**src/rtl/fp_rem_iter.sv**
```systemverilog
// Iterative restoring divider (quotient + remainder), one quotient bit per enabled clock.
// Responder side of the ld/done handshake: idles with done=1, busy while done=0.
module fp_rem_iter #(
   parameter int WID = 64
) (
   input  logic           clk,
   input  logic           rst,
   input  logic           ce,
   input  logic           ld,
   input  logic [WID-1:0] a,
   input  logic [WID-1:0] b,
   output logic [WID-1:0] q,
   output logic [WID-1:0] r,
   output logic           dbz,
   output logic           done
);

   localparam int CW = $clog2(WID);

   // Handshake: ld is accepted on an edge with ce=1 while done=1 (IDLE);
   // done stays low until q/r/dbz carry the result of that operation.
   typedef enum logic [1:0] {IDLE, RUN, DBZ} state_t;

   state_t         state_q, state_d;
   logic [CW-1:0]  count_q, count_d;
   logic [WID-1:0] dvd_q, dvd_d;
   logic [WID-1:0] dvs_q, dvs_d;
   logic [WID-1:0] rem_q, rem_d;
   logic [WID-1:0] quo_q, quo_d;
   logic [WID-1:0] q_q, q_d;
   logic [WID-1:0] r_q, r_d;
   logic           dbz_q, dbz_d;
   logic           done_q, done_d;

   logic [WID:0]   diff;
   logic           ge;
   logic [WID-1:0] rem_next;
   logic [WID-1:0] quo_next;

   // Partial remainder stays below the divisor, so its stored copy fits WID bits;
   // only the shifted trial value needs the extra bit, and its borrow is the compare.
   always_comb begin
      diff     = {rem_q, dvd_q[WID-1]} - {1'b0, dvs_q};
      ge       = ~diff[WID];
      rem_next = ge ? diff[WID-1:0] : {rem_q[WID-2:0], dvd_q[WID-1]};
      quo_next = {quo_q[WID-2:0], ge};
   end

   always_comb begin
      state_d = state_q;
      count_d = count_q;
      dvd_d   = dvd_q;
      dvs_d   = dvs_q;
      rem_d   = rem_q;
      quo_d   = quo_q;
      q_d     = q_q;
      r_d     = r_q;
      dbz_d   = dbz_q;
      done_d  = done_q;
      if (ce) begin
         case (state_q)
            IDLE: begin
               if (ld) begin
                  dvd_d   = a;
                  dvs_d   = b;
                  rem_d   = '0;
                  quo_d   = '0;
                  count_d = CW'(WID - 1);
                  done_d  = 1'b0;
                  state_d = (b == '0) ? DBZ : RUN;
               end
            end
            RUN: begin
               dvd_d   = dvd_q << 1;
               rem_d   = rem_next;
               quo_d   = quo_next;
               count_d = count_q - CW'(1);
               if (count_q == '0) begin
                  q_d     = quo_next;
                  r_d     = rem_next;
                  dbz_d   = 1'b0;
                  done_d  = 1'b1;
                  count_d = '0;
                  state_d = IDLE;
               end
            end
            DBZ: begin
               q_d     = {WID{1'b1}};
               r_d     = dvd_q;
               dbz_d   = 1'b1;
               done_d  = 1'b1;
               state_d = IDLE;
            end
            default: begin
               done_d  = 1'b1;
               state_d = IDLE;
            end
         endcase
      end
   end

   always_ff @(posedge clk) begin
      if (rst) begin
         state_q <= IDLE;
         count_q <= '0;
         dvd_q   <= '0;
         dvs_q   <= '0;
         rem_q   <= '0;
         quo_q   <= '0;
         q_q     <= '0;
         r_q     <= '0;
         dbz_q   <= 1'b0;
         done_q  <= 1'b1;
      end else begin
         state_q <= state_d;
         count_q <= count_d;
         dvd_q   <= dvd_d;
         dvs_q   <= dvs_d;
         rem_q   <= rem_d;
         quo_q   <= quo_d;
         q_q     <= q_d;
         r_q     <= r_d;
         dbz_q   <= dbz_d;
         done_q  <= done_d;
      end
   end

   assign q    = q_q;
   assign r    = r_q;
   assign dbz  = dbz_q;
   assign done = done_q;

endmodule

```
**config.mk**
```make
export PLATFORM = sky130hd
export DESIGN_NAME = fp_rem_iter
export DESIGN_NICKNAME = d
export VERILOG_FILES = /design/src/rtl/fp_rem_iter.sv
export SDC_FILE = /design/constraint.sdc
export NUM_CORES = 1
export LEC_CHECK = 0
export CAP_MARGIN = 20
export CELL_PAD_IN_SITES_DETAIL_PLACEMENT = 2
export CELL_PAD_IN_SITES_GLOBAL_PLACEMENT = 2
export CORE_MARGIN = 2
export CORE_UTILIZATION = 33
export DETAILED_ROUTE_END_ITERATION = 10
export PLACE_DENSITY_LB_ADDON = 0.2
export SKIP_CTS_REPAIR_TIMING = 1
export SYNTH_ARGS = -nofsm -noshare
export SYNTH_HDL_FRONTEND = slang
export SYNTH_SLANG_ARGS = --single-unit
```
**constraint.sdc**
```tcl
create_clock -name clk -period 3.9 [get_ports clk]
set_input_delay 0.975 -clock clk [delete_from_list [all_inputs] [get_ports clk]]
set_output_delay 0.975 -clock clk [all_outputs]
set_load 0.02 [all_outputs]
```
### Word level (Yosys, flattened, before mapping)

Cells that the tools add are included.

| operators by class | value |
|---|---|
| equality and inequality tests | 4 |
| add/subtract/negate cells | 2 |
| bitwise gates (word level) | 1 |
| multiplexer cells | 22 |
| reductions and logical operators | 9 |

Operators by type and width:

| kind | number |
|---|---|
| $pmux 64 s2 | 4 |
| $mux 64 | 5 |
| $pmux 63 s2 | 1 |
| $sub 65x64->65 | 1 |
| $logic_not 64->1 | 1 |
| $mux 6 | 2 |
| $pmux 6 s2 | 1 |
| $reduce_and 3->1 | 4 |
| $logic_not 6->1 | 1 |
| $mux 2 | 3 |
| $sub 6x1->6 const B | 1 |
| $ne 2x2->1 const B | 2 |
| $pmux 1 s2 | 2 |
| $pmux 2 s2 | 1 |
| $reduce_bool 2->1 | 2 |
| $mux 1 | 3 |
| $eq 2x1->1 const B | 1 |
| $eq 2x2->1 const B | 1 |
| $logic_not 2->1 | 1 |
| $not 1->1 | 1 |

| storage, ports and cells | value |
|---|---|
| bits of input ports | 132 |
| word-level logic and storage cells | 48 |
| flip-flop bits (word level) | 393 |
| output and inout bits | 130 |

### Depth between registers and ports, before layout

Gate-level depths: netlist (run 1).

| depth | value |
|---|---|
| depth after elaboration | 4 |
| mapped depth | 15 |
| mapped depth without buffers | 13 |

### Worst setup path before layout (run 1)

Ideal clock, no wire load.

| path | value |
|---|---|
| path type | register -> register |
| start point | reg dvd_q[63] |
| end point | reg r_q[13] (netlist: r[13]) |
| arrival | 3.140 ns |
| slack | 0.627 ns |
| path buffers | 1 |
| clock period less this slack | 3.273 ns |
| data required time | 3.766 ns |
| library setup time | 0.134 ns |
| stages on the path, launching flop included | 15 |
| path through | dfxtp_1 -> inv_1 -> ha_1 -> fa_1 -> nand2b_1 -> a21oi_1 -> o21a_2 -> a311o_1 -> nand4_2 -> a211oi_2 -> o21ai_4 -> xnor2_4 -> buf_6 -> mux2i_1 -> o22ai_1 |

| on the way | value |
|---|---|
| longest elaborated chain between the ends | 4 |

RTL lines:

| what | RTL line | text |
|---|---|---|
| start: declaration | 26 | `logic [WID-1:0] dvd_q, dvd_d;` |
| start signal: assignment | 117 | `dvd_q <= dvd_d;` |
| $sub 65x64->65 | 43 | `diff = {rem_q, dvd_q[WID-1]} - {1'b0, dvs_q};` |
| $mux 64 | 45 | `rem_next = ge ? diff[WID-1:0] : {rem_q[WID-2:0], dvd_q[WID-1]};` |
| $mux 64 | 78 | `if (count_q == '0) begin` |
| $pmux 64 s2 | 61 | `case (state_q)` |
| end signal: assignment | 122 | `r_q <= r_d;` |
| end: declaration | 31 | `logic [WID-1:0] r_q, r_d;` |

No other way between the ends. The select of a mux whose other input is x is not followed.
A chain may end at the register's enable or synchronous reset.

### Final worst setup path (run 1)

| path | value |
|---|---|
| start point | reg dvd_q[63] |
| end point | reg r_q[6] (netlist: r[6]) |

The elaborated chain is that of the path after synthesis.

==> results.py, run 1 <==
metrics = {
    "outcome": {
        "status": "finished, final reports clean",
    },
    "timing": {
        "max_slew.worst_pin.slew_ns": 1.01,
        "finalHoldViolations": 0,
        "drv_slew": 0,
        "fmax_mhz": 266,
        "relSlewSlack_pct": 32.7,
        "finalCritPeriodShare_pct": 96.5,
        "setup_viol_count_final": 0,
        "setup_ws_ns": 0.138,
        "layout_min_cycle_time_ns": 3.76,
        "skew_ns": 0.0206,
        "setup_tns_ns": 0,
    },
    "finish": {
        "synthToLayoutAreaGrowth_pct": 25.9,
        "final_nets": 2759,
        "final_util_pct": 42.2,
        "nFillCells": 6372,
        "drive_above_1_share_pct": 6.56,
        "instances_no_fill": 3363,
        "final_area_um2": 24500,
    },
    "clock_tree": {
        "clk_latency_ns": 0.60,
        "cts_max_level": 2,
        "cts_max_path_buffers": 3,
        "ctsRootBufferMaster": "clkbuf_16",
        "cts_buffers": 46,
        "clk_pin_slew_ns": 0.06,
        "clkSinkCount": 393,
        "cts_tree": "done",
    },
    "synth": {
        "syn-instance-count": 2387,
        "synth_edf_count": 0,
        "yosys_warnings": 0,
        "ys_ff_latch": 393,
        "synth_ff_type": "dfxtp_1",
        "synthDistinctLibCells": 76,
        "syn_area_um2": 19400,
        "syn_area_per_cell_um2": 8.15,
        "synth_fp_nets": 2586,
        "async_flop_share_pct": 0,
        "seq_area_frac_synth_pct": 40.5,
    },
    "grt": {
        "grt_pass1_wl_um": 121000,
        "grt_antenna_before_repair": 5,
        "grt_overflow": 0,
        "grtUsageTotal_pct": 25.5,
        "grt_pass1_vias": 20300,
        "grt_max_degree": 147,
    },
    "setup_path": {
        "endpoint_kind": "register",
        "r2r_slack_ns": 0.14,
        "cp.arrival_ns": 4.20,
        "setup.worst_path.start": "dvd_q[63]$_SDFFE_PP0P_",
        "reg2reg_from": "dvd_q[63]$_SDFFE_PP0P_",
        "path_max_fanout": 13,
        "startpoint_type": "register",
        "cp.required_ns": 4.34,
        "crit_type": "reg -> reg",
    },
    "placed_design": {
        "dp_hpwl_um": 57400,
        "gp_congestion": 0.889,
        "dpl_worst_slack_ns": -0.00733,
        "place_inst": 3270,
        "io_buffers": 261,
        "placedInstanceArea_um2": 22800,
    },
    "power": {
        "swShare_pct": 27.7,
        "p_leak_nw": 9.39,
        "power_density_nw_per_um2": 403,
        "clkPwrFrac_pct": 43.6,
        "pwr-share-seq_pct": 42.8,
        "combinationalPowerShare_pct": 13.6,
        "ir_drop_uv": 293,
        "p_sw_mw": 2.73,
        "p_int_mw": 7.13,
    },
    "route": {
        "initialDrtViolationCount": 1071,
        "ant_nets": 0,
        "vias": 19000,
        "wl_um": 79700,
        "firstDrtPassIters": 5,
        "routedWlPerCell_um": 23.7,
        "vias_per_cell": 5.65,
        "drcViolationCount": 0,
    },
    "floorplanning": {
        "ios": 262,
        "die_w_um": 247,
        "core-area_um2": 58000,
        "die-area_um2": 60900,
        "die_y_um": 247,
        "num_rows": 88,
        "start_util_pct": 33.5,
    },
    "job": {
        "drv_cap": 0,
    },
    "min_path": {
        "hold_start": "dvs_q[52]$_SDFFE_PP0P_",
        "hold_class": "reg -> reg",
    },
}
==> cell usage in the layout (no fill, tap or decap), types with 66 or more instances in the layout <==
cell and instances:
a211oi_1 67, a21oi_1 152, a22oi_1 128, clkdlybuf4s50_1 260, dfxtp_1 393, ha_1 66, inv_1 84, mux2i_1 102
nand2_1 252, nor2_1 248, nor3_1 145, o21ai_0 85
==> kinds of logic after synthesis <==
| logic type | after synthesis | share of synthesized area, % |
|---|---|---|
| and+or+nand+nor | 824 | 18.9 |
| AOI/OAI and AO/OA | 652 | 22.0 |
| DFF | 393 | 40.5 |
| buffers and inverters | 277 | 5.61 |
| muxes | 114 | 5.88 |
| adders and majority gates | 67 | 4.35 |
| xor gates and xnor gates | 60 | 2.80 |
==> worst max-delay path, cell delays in order (launching register included) <==
cell,delay [ns]
dfxtp_1,0.37
inv_1,0.08
ha_1,0.23
fa_1,0.41
nand2b_1,0.20
a21oi_2,0.17
o21a_2,0.20
a311o_1,0.25
nand4_4,0.17
a211oi_4,0.35
o21ai_4,0.13
xnor2_4,0.20
buf_12,0.16
buf_12,0.18
mux2i_1,0.32
o22ai_1,0.15
==> per-layer routing <==
metal,GRT usage [%],wire [µm],vias up
li1,-,-,8915
met1,31.2,34100,9583
met2,45.9,40000,375
met3,3.16,2990,113
met4,8.77,2640,2
met5,0,16,-
==> cells in the mapped netlist, types with 12 or more instances <==
library cell,count,area (µm²)
o21a_1,18,135
xor2_1,28,245
a22oi_1,128,961
a21o_1,24,180
mux2i_1,112,1120
xnor2_1,31,272
nand4_1,42,263
o21ai_0,87,435
nor2b_1,12,75.1
nor2_1,251,942
clkbuf_1,169,634
o21ai_1,23,115
o211ai_1,12,90.1
nor3_1,147,736
dfxtp_1,393,7870
a21oi_1,153,766
a211oi_1,67,503
nand3_1,52,260
ha_1,66,826
o22ai_1,52,325
inv_1,84,315
nand2_1,255,957
nor4_1,20,125
==> registers in the layout, indices dropped and copies added, names as in the netlist <==
register,cells
dvd_q,64
count_q,6
q,64
quo_q,63
state_q,2
rem_q,64
done,1
dvs_q,64
r,64
dbz,1
==> final cells by class <==
class	instances	area, µm²	area share, %
clock inverter	14	149	0.608
tap	765	957	3.91
inverter	84	315	1.29
sequential	393	7870	32.1
antenna	5	12.5	0.0511
multi-input combinational	1717	10600	43.5
clock buffer	67	1320	5.39
timing repair buffer	318	3220	13.1
==> path summary, 6_finish.rpt <==
| check | end | cells past startpoint |
|---|---|---|
| hold / removal | dvs_q[52]$_SDFFE_PP0P_ | 2 |
| hold reg to reg | dvs_q[52]$_SDFFE_PP0P_ | 2 |
| setup reg to reg | r[6]$_SDFFE_PP0P_ | 15 |
| setup / recovery | r[6]$_SDFFE_PP0P_ | 15 |
==> stage by stage <==
stage               power, mW  hold WS [ns]
finish                   9.86         0.456
global route             10.3         0.479
CTS                      9.96         0.460
detailed placement       5.62         0.452
global placement         5.57         0.446
floorplan                5.05         0.436
==> power groups by stage <==
stage	combinational [mW]	clock, mW	sequential, mW
finish	1.34	4.30	4.22
global route	1.47	4.59	4.23
CTS	1.33	4.41	4.22
detailed placement	1.32	0	4.30
global placement	1.27	0	4.30
floorplan	0.777	0	4.27
Note: power is estimated with default switching activity, not from simulation.
==> run 2, diff against run 1 <==
ABC_AREA = 1   (was not set)
CORE_UTILIZATION = 31   (was 33)
CTS_CLUSTER_SIZE = 28   (was not set)
GPL_ROUTABILITY_DRIVEN = 0   (was not set)
==> results.py, run 2 <==
metrics = {
    "outcome": {
        "status": "finished, final reports clean",
    },
    "route": {
        "routedWlPerCell_um": 21.6,
        "initialDrtViolationCount": 1301,
        "ant_nets": 0,
        "firstDrtPassIters": 5,
        "drcViolationCount": 0,
        "wl_um": 99600,
        "vias_per_cell": 5.12,
        "vias": 23600,
    },
    "job": {
        "drv_cap": 0,
    },
    "synth": {
        "synth_common_cells": "nand2_1, inv_1, dfxtp_1",
        "synth_ff_type": "dfxtp_1",
        "yosys_warnings": 0,
        "syn_area_per_cell_um2": 6.57,
        "syn_area_um2": 22700,
        "ys_ff_latch": 393,
        "yosys.area.top_type": "dfxtp_1",
        "seq_area_frac_synth_pct": 34.7,
        "synth_area_leaders": "dfxtp_1, nand2_1, inv_1, a21oi_1, nand3_1",
        "synthDistinctLibCells": 44,
        "async_flop_share_pct": 0,
        "synth_fp_nets": 3647,
        "syn-instance-count": 3448,
        "yosysMostFrequentCell": "nand2_1",
        "synth_edf_count": 0,
        "yosysTopAreaCellShare_pct": 34.7,
    },
    "setup_path": {
        "cp.arrival_ns": 3.63,
        "cp.required_ns": 4.45,
        "path_max_fanout": 4,
        "startpoint_type": "register",
        "crit_type": "reg -> reg",
        "endpoint_kind": "register",
    },
    "timing": {
        "relSlewSlack_pct": 29.6,
        "rsz0062_at_grt": "false",
        "setup_viol_count_final": 0,
        "hold_slack_ns": 0.470,
        "finalHoldViolations": 0,
        "layout_min_cycle_time_ns": 3.08,
        "setup_tns_ns": 0,
        "drv_slew": 0,
        "setup_ws_ns": 0.823,
        "finalCritPeriodShare_pct": 78.9,
        "fmax_mhz": 325,
        "max_slew.worst_pin.slew_ns": 1.06,
        "skew_ns": 0.0384,
    },
    "grt": {
        "grt_max_degree": 128,
        "grt_pass1_vias": 25600,
        "grtUsageTotal_pct": 26.1,
        "grt_pass1_wl_um": 152000,
        "grt_antenna_before_repair": 2,
        "grt_overflow": 0,
    },
    "placed_design": {
        "placedInstanceArea_um2": 26000,
        "dpl_worst_slack_ns": 0.683,
        "io_buffers": 261,
        "dp_hpwl_um": 76300,
    },
    "min_path": {
        "hold_class": "reg -> reg",
    },
    "power": {
        "power_density_nw_per_um2": 386,
        "ir_drop_uv": 311,
        "clkPwrFrac_pct": 43.5,
        "pwr-share-seq_pct": 39.8,
        "p_int_mw": 7.39,
        "power_mw": 10.7,
        "swShare_pct": 30.7,
        "combinationalPowerShare_pct": 16.7,
        "p_leak_nw": 12.3,
        "p_sw_mw": 3.27,
    },
    "floorplanning": {
        "ios": 262,
        "start_util_pct": 31.2,
        "num_rows": 99,
        "core-area_um2": 72700,
        "die_w_um": 274,
        "die_y_um": 274,
        "die-area_um2": 75300,
    },
    "finish": {
        "layout_commonest_cell": "nand2_1",
        "drive_above_1_share_pct": 8.42,
        "final_cell_mix": "nand2_1, inv_1, dfxtp_1",
        "synthToLayoutAreaGrowth_pct": 21.9,
        "final_nets": 3813,
        "final_area_um2": 27600,
        "nFillCells": 8680,
    },
    "clock_tree": {
        "cts_max_path_buffers": 3,
        "cts_max_level": 2,
        "clk_latency_ns": 0.64,
        "clk_pin_slew_ns": 0.06,
        "clkSinkCount": 393,
        "cts_buffers": 48,
        "ctsRootBufferMaster": "clkbuf_16",
        "cts_tree": "done",
    },
}
## run 2: stage by stage
step / std cells / util [%]
final: 4611 / 38.0
after global routing: 4610 / 38.0
after CTS: 4607 / 38.0
after detailed placement: 4523 / 35.8
after global placement: 4523 / 35.8
after floorplan: 3448 / -
## run 2: final cells by class
cell class,instances,area [µm²],area share [%]
Multi-Input combinational cell,2308,11900,42.9
Sequential cell,393,7870,28.5
Timing Repair Buffer,289,2920,10.6
Inverter,574,2160,7.82
Clock buffer,70,1390,5.05
Tap cell,959,1200,4.34
Clock inverter,14,209,0.757
Antenna cell,4,10.0,0.0362
## run 2: cells by family after synthesis
| logic type | Yosys count | share of synthesized area, % |
|---|---|---|
| compound gates | 646 | 16.5 |
| xor+xnor | 31 | 1.20 |
| fa+ha+maj | 67 | 3.73 |
| buf+inv | 747 | 13.2 |
| flops | 393 | 34.7 |
| simple gates | 1564 | 30.6 |
## run 2: final timing paths
| kind | from | to | slack (ns) | cells past startpoint |
|---|---|---|---|---|
| hold / removal | dbz$_SDFFE_PP0P_ | dbz$_SDFFE_PP0P_ | 0.47 | 2 |
| hold reg to reg | dbz$_SDFFE_PP0P_ | dbz$_SDFFE_PP0P_ | 0.47 | 2 |
| setup / recovery | dvs_q[8]$_SDFFE_PP0P_ | rem_q[57]$_SDFFE_PP0P_ | 0.82 | 16 |
| setup reg to reg | dvs_q[8]$_SDFFE_PP0P_ | rem_q[57]$_SDFFE_PP0P_ | 0.82 | 16 |
## run 2: per-layer routing
metal	vias up	share of wire [%]	GRT usage, %
met2	420	50	47.0
met3	155	3.7	2.79
met1	11700	42	31.6
met4	0	4.0	10.1
li1	11300	-	-
met5	-	0	0
## run 2: worst max-delay path, stage by stage, from the launching register on
cell and delay (ns):
dfxtp_1 0.30, inv_1 0.07, ha_1 0.40, nand2_1 0.16
nor2_1 0.35, nand3_1 0.13, nand3_1 0.29, nand2_1 0.10
nand3_1 0.21, nand2_1 0.20, nand2_1 0.11, nand2_1 0.06
nand2_1 0.18, nand2_1 0.09, nand2_1 0.12, nand2_1 0.08
a21oi_1 0.15
## run 2: power groups by stage
stage                     clock network (mW)  logic [mW]  registers [mW]
after floorplan                            0        1.03            4.33
after global placement                     0        1.73            4.32
after detailed placement                   0        1.79            4.33
after CTS                               4.74        1.80            4.25
after global routing                    4.92        1.98            4.26
final                                   4.64        1.79            4.25
